**config.mk**
```make
export PLATFORM = sky130hd
export DESIGN_NAME = host_run_ctrl
export DESIGN_NICKNAME = d
export VERILOG_FILES = /design/src/rtl/host_run_pkg.sv /design/src/rtl/host_dump_stream.sv /design/src/rtl/host_run_ctrl.sv
export SDC_FILE = /design/constraint.sdc
export NUM_CORES = 1
export LEC_CHECK = 0
export CAP_MARGIN = 20
export CORE_AREA = 2 2 92 138
export CTS_CLUSTER_DIAMETER = 150
export DETAILED_ROUTE_END_ITERATION = 10
export DIE_AREA = 0 0 94 140
export PLACE_DENSITY = 0.7
export SYNTH_ARGS = -nofsm -noshare
export SYNTH_HDL_FRONTEND = slang
export SYNTH_HIERARCHICAL = 1
export SYNTH_SLANG_ARGS = --single-unit
export TNS_END_PERCENT = 1
```
**constraint.sdc**
```tcl
create_clock -name Clk -period 5.9 [get_ports Clk]
set_clock_uncertainty 0.15 [all_clocks]
set_input_delay 1.18 -clock Clk [delete_from_list [all_inputs] [get_ports Clk]]
set_output_delay 1.18 -clock Clk [all_outputs]
set_load 0.005 [all_outputs]
```
**src/rtl/host_run_pkg.sv**
```systemverilog
// ============================================================================
// Module   : host_run_pkg
// Purpose  : Shared types and default widths for the MiniMA host run
//            controller and its dump streamer.
// Contents : state_t controller states, default width localparams.
// Revision : 1.0 - initial release
// ============================================================================
`default_nettype none

package host_run_pkg;

    typedef enum logic [2:0] {
        IDLE   = 3'd0,
        LOAD_I = 3'd1,
        LOAD_D = 3'd2,
        RUN    = 3'd3,
        DUMP   = 3'd4
    } state_t;

    localparam int HR_IA_W  = 12;
    localparam int HR_IW    = 9;
    localparam int HR_DA_W  = 8;
    localparam int HR_DW    = 8;
    localparam int HR_CNT_W = 32;

endpackage

`default_nettype wire

```
**src/rtl/host_dump_stream.sv**
```systemverilog
// ============================================================================
// Module   : host_dump_stream
// Purpose  : Streams DUMP_LEN bytes of data memory, starting at DUMP_BASE
//            (address wraps), out through a valid/ready port.  Reads are only
//            issued when the presented byte is absent or being accepted, so
//            read data appears directly on the output in the cycle after the
//            read; a one-entry hold register keeps it stable under stall.
// Ports    : clk, rst (async, high); start pulse; rd_en/rd_addr/rd_data to
//            memory (1-cycle latency); out_valid/out_ready/out_data/out_last;
//            done pulses on the final byte handshake.
// Revision : 1.0 - initial release
// ============================================================================
`default_nettype none

module host_dump_stream #(
    parameter int DA_W      = 8,
    parameter int DW        = 8,
    parameter int DUMP_BASE = 0,
    parameter int DUMP_LEN  = 64
) (
    input  logic            clk,
    input  logic            rst,
    input  logic            start,
    output logic            rd_en,
    output logic [DA_W-1:0] rd_addr,
    input  logic [DW-1:0]   rd_data,
    output logic            out_valid,
    input  logic            out_ready,
    output logic [DW-1:0]   out_data,
    output logic            out_last,
    output logic            done
);

    localparam logic [DA_W-1:0] BASE     = DA_W'(DUMP_BASE);
    localparam logic [DA_W:0]   LEN      = (DA_W+1)'(DUMP_LEN);
    localparam logic [DA_W:0]   LAST_IDX = LEN - 1'b1;

    logic            active;
    logic [DA_W-1:0] ptr;
    logic [DA_W:0]   issued;
    logic [DA_W:0]   sent;
    logic            pending;     // read issued last cycle; rd_data valid now
    logic            hold_valid;
    logic [DW-1:0]   hold_data;
    logic            out_hs;

    assign out_valid = pending | hold_valid;
    assign out_data  = hold_valid ? hold_data : (pending ? rd_data : '0);
    assign out_last  = out_valid & (sent == LAST_IDX);
    assign out_hs    = out_valid & out_ready;
    assign done      = out_hs & out_last;
    assign rd_en     = active & (issued != LEN) & (~out_valid | out_ready);
    assign rd_addr   = ptr;

    always_ff @(posedge clk or posedge rst) begin
        if (rst) begin
            active     <= 1'b0;
            ptr        <= '0;
            issued     <= '0;
            sent       <= '0;
            pending    <= 1'b0;
            hold_valid <= 1'b0;
            hold_data  <= '0;
        end else if (start) begin
            active     <= 1'b1;
            ptr        <= BASE;
            issued     <= '0;
            sent       <= '0;
            pending    <= 1'b0;
            hold_valid <= 1'b0;
        end else begin
            if (done) begin
                active <= 1'b0;
            end
            pending <= rd_en;
            if (rd_en) begin
                ptr    <= ptr + 1'b1;
                issued <= issued + 1'b1;
            end
            if (out_hs) begin
                sent       <= sent + 1'b1;
                hold_valid <= 1'b0;
            end else if (out_valid) begin
                // Stalled: freeze the presented byte, memory output may move.
                hold_valid <= 1'b1;
                hold_data  <= out_data;
            end
        end
    end

endmodule

`default_nettype wire

```
**src/rtl/host_run_ctrl.sv**
```systemverilog
// ============================================================================
// Module   : host_run_ctrl
// Purpose  : Host-side initiator for the MiniMA core: loads instruction and
//            data memory from an input stream, runs the core until Done,
//            counts run cycles, then streams a data-memory window out.
// Ports    : Clk, Reset (async, high), Start; In_* load stream; Im_* / Dm_*
//            memory back-door ports; Core_Reset/Core_Done to the core;
//            Out_* dump stream; Busy, Cycles, Timeout status.
// Options  : HOST_TIMEOUT_EN - run watchdog of MAX_CYCLES cycles; when absent
//            RUN waits indefinitely and Timeout is tied low.
// Revision : 1.0 - initial release
// ============================================================================
`default_nettype none

module host_run_ctrl
    import host_run_pkg::*;
#(
    parameter int IA_W       = HR_IA_W,
    parameter int IW         = HR_IW,
    parameter int DA_W       = HR_DA_W,
    parameter int DW         = HR_DW,
    parameter int DUMP_BASE  = 0,
    parameter int DUMP_LEN   = 64,
    parameter int CNT_W      = HR_CNT_W,
    parameter int MAX_CYCLES = 1000000
) (
    input  logic             Clk,
    input  logic             Reset,
    input  logic             Start,
    input  logic             In_Valid,
    output logic             In_Ready,
    input  logic [IW-1:0]    In_Data,
    input  logic             In_Last,
    output logic             Im_We,
    output logic [IA_W-1:0]  Im_Addr,
    output logic [IW-1:0]    Im_Data,
    output logic             Dm_We,
    output logic             Dm_Re,
    output logic [DA_W-1:0]  Dm_Addr,
    output logic [DW-1:0]    Dm_Wdata,
    input  logic [DW-1:0]    Dm_Rdata,
    output logic             Core_Reset,
    input  logic             Core_Done,
    output logic             Out_Valid,
    input  logic             Out_Ready,
    output logic [DW-1:0]    Out_Data,
    output logic             Out_Last,
    output logic             Busy,
    output logic [CNT_W-1:0] Cycles,
    output logic             Timeout
);

    state_t          state, state_nxt;
    logic [IA_W-1:0] ia_cnt;
    logic [DA_W-1:0] da_cnt;
    logic            run_first;   // first RUN cycle: core PC still leaving reset
    logic            done_ok;
    logic            wd_fire;
    logic            dump_start;
    logic            dump_done;
    logic            dump_re;
    logic [DA_W-1:0] dump_addr;

    assign done_ok    = (state == RUN) & ~run_first & Core_Done;
    assign dump_start = (state == RUN) & (done_ok | wd_fire);
    assign Core_Reset = (state != RUN);
    assign Busy       = (state != IDLE);
    assign Dm_Re      = dump_re;

`ifdef HOST_TIMEOUT_EN
    assign wd_fire = (state == RUN) & ~done_ok & (Cycles == CNT_W'(MAX_CYCLES - 1));

    always_ff @(posedge Clk or posedge Reset) begin
        if (Reset) begin
            Timeout <= 1'b0;
        end else if (state == IDLE && Start) begin
            Timeout <= 1'b0;
        end else if (wd_fire) begin
            Timeout <= 1'b1;
        end
    end
`else
    // Watchdog compiled out; MAX_CYCLES has no effect in this build.
    assign wd_fire = 1'b0 & (MAX_CYCLES > 0);
    assign Timeout = 1'b0;
`endif

    always_comb begin
        state_nxt = state;
        In_Ready  = 1'b0;
        Im_We     = 1'b0;
        Im_Addr   = '0;
        Im_Data   = '0;
        Dm_We     = 1'b0;
        Dm_Wdata  = '0;
        Dm_Addr   = '0;
        case (state)
            IDLE: begin
                if (Start) state_nxt = LOAD_I;
            end
            LOAD_I: begin
                In_Ready = 1'b1;
                if (In_Valid) begin
                    Im_We   = 1'b1;
                    Im_Addr = ia_cnt;
                    Im_Data = In_Data;
                    if (In_Last || ia_cnt == '1) state_nxt = LOAD_D;
                end
            end
            LOAD_D: begin
                In_Ready = 1'b1;
                if (In_Valid) begin
                    Dm_We    = 1'b1;
                    Dm_Addr  = da_cnt;
                    Dm_Wdata = In_Data[DW-1:0];
                    if (In_Last || da_cnt == '1) state_nxt = RUN;
                end
            end
            RUN: begin
                if (dump_start) state_nxt = DUMP;
            end
            DUMP: begin
                if (dump_re) Dm_Addr = dump_addr;
                if (dump_done) state_nxt = IDLE;
            end
            default: state_nxt = IDLE;
        endcase
    end

    always_ff @(posedge Clk or posedge Reset) begin
        if (Reset) begin
            state     <= IDLE;
            ia_cnt    <= '0;
            da_cnt    <= '0;
            Cycles    <= '0;
            run_first <= 1'b1;
        end else begin
            state     <= state_nxt;
            run_first <= (state != RUN);
            if (state == IDLE && Start) begin
                ia_cnt <= '0;
                da_cnt <= '0;
                Cycles <= '0;
            end
            // Counters stop at the top address; the phase exits there.
            if (Im_We && ia_cnt != '1) ia_cnt <= ia_cnt + 1'b1;
            if (Dm_We && da_cnt != '1) da_cnt <= da_cnt + 1'b1;
            if (state == RUN && Cycles != '1) Cycles <= Cycles + 1'b1;
        end
    end

    host_dump_stream #(
        .DA_W      (DA_W),
        .DW        (DW),
        .DUMP_BASE (DUMP_BASE),
        .DUMP_LEN  (DUMP_LEN)
    ) u_dump (
        .clk       (Clk),
        .rst       (Reset),
        .start     (dump_start),
        .rd_en     (dump_re),
        .rd_addr   (dump_addr),
        .rd_data   (Dm_Rdata),
        .out_valid (Out_Valid),
        .out_ready (Out_Ready),
        .out_data  (Out_Data),
        .out_last  (Out_Last),
        .done      (dump_done)
    );

endmodule

`default_nettype wire

```
==> results.cfg <==
[sta]
fin_crit_sh = 0.816
drv_slew = 0
rsz0062_at_grt = false
finalSetupTns_ns = 0
finalHoldViolations = 0
tightest_slew_ns = 0.848
setup_violations = 0
slew_headroom = 0.431
timing.fmax_mhz = 208
finalCriticalPeriod_ns = 4.82

[floorplan]
core-area_sq_mm = 0.0120
io_pins = 110
die_w_microns = 94
die_area_sq_mm = 0.0132
initial_utilization = 0.441
num_rows = 49
die_h_microns = 140

[worst_setup_path]
rr_worst_depth = 11
critPathArrivalTime_ns = 3.49
critPathKind = in2out
r2r-end = u_dump/hold_data[1]
crit_fanout = 14
ff2ff_setup_slack_ns = 2.54
end_kind = output pin
cp.required_ns = 4.57
critPathLaunchType = input pin
r2r-start = u_dump/hold_valid

[global_routing]
grt_max_degree = 57
grt_pass1_vias = 4731
gr-total-overflow = 0
track_usage = 0.211
grt_pass1_wl_mm = 22.6
grt_antenna_before_repair = 0

[detailed_routing]
drt_iter0_markers = 226
wl_mm = 13.6
drc = 0
avgRoutedWirePerCell_microns = 16.2
ant_nets = 0
via_per_inst = 5.80
drtPass1Iterations = 4
via_count = 4881

[hold_path]
hold_class = reg2reg
worstHoldStart = u_dump/hold_data[6]
holdPathStages = 1
whs_endpoint = u_dump/hold_data[6]

[clock_network]
cts_hold_buf = 0
cts_tree = yes
cts_root_buf = clkbuf_16
clk_latency_ns = 0.34
cts_buffers = 9
ctsResizeCount = 0
clock-sinks = 93
h-tree-depth = 3
path_clk_slew_ns = 0.06
clock_path_buffers = 2
postCtsSetupBuffers = 0

[synth]
synth_top_area_frac = 0.436
synth_top_area_cell = dfrtp_1
syn_nets = 617
ys_seq_area_frac = 0.441
ys_types = 63
synthesis.area_sq_mm = 0.00528
async_flop_share = 1.00
synth_warnings = 6
ys_ff_latch = 93
synth_flop_cell = dfrtp_1
synth_edf_count = 0
syn_avg_cell_area_sq_um = 9.00
synth.area.top_cells = dfrtp_1, o21ai_0, nand2_1
netlist_instances = 586

[power]
netSwitchingFraction = 0.384
p_switching_uw = 1040
total_leakage_power_uw = 0.00283
ir_worst_vdd_mv = 0.205
power_density_mw_per_mm2 = 401
cell_internal_pwr_uw = 1670
power_frac_clock = 0.214
p_seq_frac = 0.378
pwr-share-comb = 0.408
total_power_uw = 2710

[layout]
diodes = 0
finalNetCount = 715
fillers = 1090
drive_gt1_frac = 0.0697
areaGrowthSynthToFinish_pct = 28.1

[run_status]
status = finished, final reports clean

[place]
portBuffers = 108
dpl.hpwl_mm = 9.75
gp_congestion = 0.880

[flow_run]
maxCapViolations = 0
-- metal layers --
layer  vias up  wire length [microns]  GRT usage
met5         -                      0          0
met4         0                    339     0.0892
met3        25                    557     0.0280
met2       131                   7140      0.368
met1      2415                   5610      0.258
li1       2310                      -          -
-- layout by cell type (no fill, tap or decap), drive strengths merged, types with 2 or more instances in the layout --
master / netlist / layout
or4: 2 / 2
or4b: 2 / 2
nand4: 12 / 12
nor2: 39 / 39
nand2: 58 / 58
nor3: 20 / 20
nor4b: 2 / 2
a21o: 5 / 5
dfrtp: 92 / 92
clkdlybuf4s50: 0 / 108
o21ai: 62 / 62
nor4: 9 / 9
o31ai: 4 / 4
o22ai: 2 / 2
buf: 14 / 5
clkbuf: 12 / 12
and3: 23 / 23
nand3: 33 / 33
xor2: 4 / 4
a31oi: 18 / 18
mux2: 10 / 10
and2: 26 / 26
nor2b: 5 / 5
nand2b: 2 / 2
a22o: 18 / 18
a21oi: 23 / 23
and4: 7 / 7
inv: 22 / 22
mux2i: 6 / 6
clkinv: 0 / 2
or3: 14 / 14
ha: 7 / 7
xnor2: 15 / 15
-- metrics by stage --
step	worst slack (ns)	instance area, sq um	utilization	hold WS (ns)	instances
2_1_floorplan	2.23	5280	-	0.314	586
3_3_place_gp	1.20	6450	0.539	0.332	825
3_5_place_dp	1.13	6450	0.539	0.351	825
4_1_cts	1.11	6740	0.564	0.363	841
5_1_grt	0.829	6760	0.565	0.381	842
6_report	1.08	6760	0.565	0.362	842
-- cell type report --
cell class,instances,area (sq um),share of cell area
flip-flops and latches,93,2330,0.345
inverters,22,82.6,0.0122
multi-input cells,445,2730,0.405
clock inverters,4,47.5,0.00704
well taps,153,191,0.0283
clock buffers,12,246,0.0365
repair buffers,113,1130,0.167
-- synth_stat cells, types with 7 or more instances --
master / n
o21ai_0: 56
dfrtp_1: 92
nand4_1: 11
or3_1: 14
nor2_1: 37
and2_1: 25
inv_1: 21
a21oi_1: 23
nand2_1: 58
ha_1: 7
a31oi_1: 17
and3_1: 23
nor3_1: 20
buf_2: 8
a22o_1: 18
clkbuf_1: 12
nand3_1: 33
mux2_2: 10
xnor2_1: 15
-- critical path: stages --
cell and delay (ns):
clkdlybuf4s50_1 0.49, nor2b_1 0.48, nand2_1 0.22, inv_1 0.37
a22o_1 0.22, clkdlybuf4s50_1 0.52
-- power groups by stage --
| stage | clock, uW | combinational (uW) | sequential (uW) |
|---|---|---|---|
| 6_report | 579 | 1100 | 1020 |
| 5_1_grt | 623 | 1230 | 1050 |
| 4_1_cts | 594 | 1100 | 1020 |
| 3_5_place_dp | 0 | 1100 | 1030 |
| 3_3_place_gp | 0 | 1060 | 1020 |
| 2_1_floorplan | 0 | 720 | 950 |
-- state kept, by name, summed over array words and instances, names as in the netlist --
register,flops
Cycles,32
u_dump/rd_addr,8
u_dump/sent,9
state,3
u_dump/pending,1
u_dump/hold_data,8
run_first,1
u_dump/hold_valid,1
u_dump/issued,9
da_cnt,8
ia_cnt,12
u_dump/active,1
-- how the worst max path moves through the flow --
stage,start,endpoint,cells past startpoint
2_1_floorplan,Out_Ready,Dm_Addr[0],7
3_3_place_gp,In_Valid,Dm_Addr[4],6
3_5_place_dp,In_Valid,Dm_Addr[2],6
4_1_cts,In_Valid,Dm_Addr[2],6
5_1_grt,In_Valid,Dm_Addr[3],6
6_report,In_Valid,Dm_Addr[3],6
-- cells by family after synthesis --
family | synth area share
AO/OA/AOI/OAI | 0.166
buffers and inverters | 0.0403
flip-flops | 0.441
AND/OR/NAND/NOR | 0.271
multiplexers | 0.0327
other | 0.000711
adder cells (fa/ha/maj) | 0.0166
XOR/XNOR | 0.0315
Power figures use the tool's default switching activity.
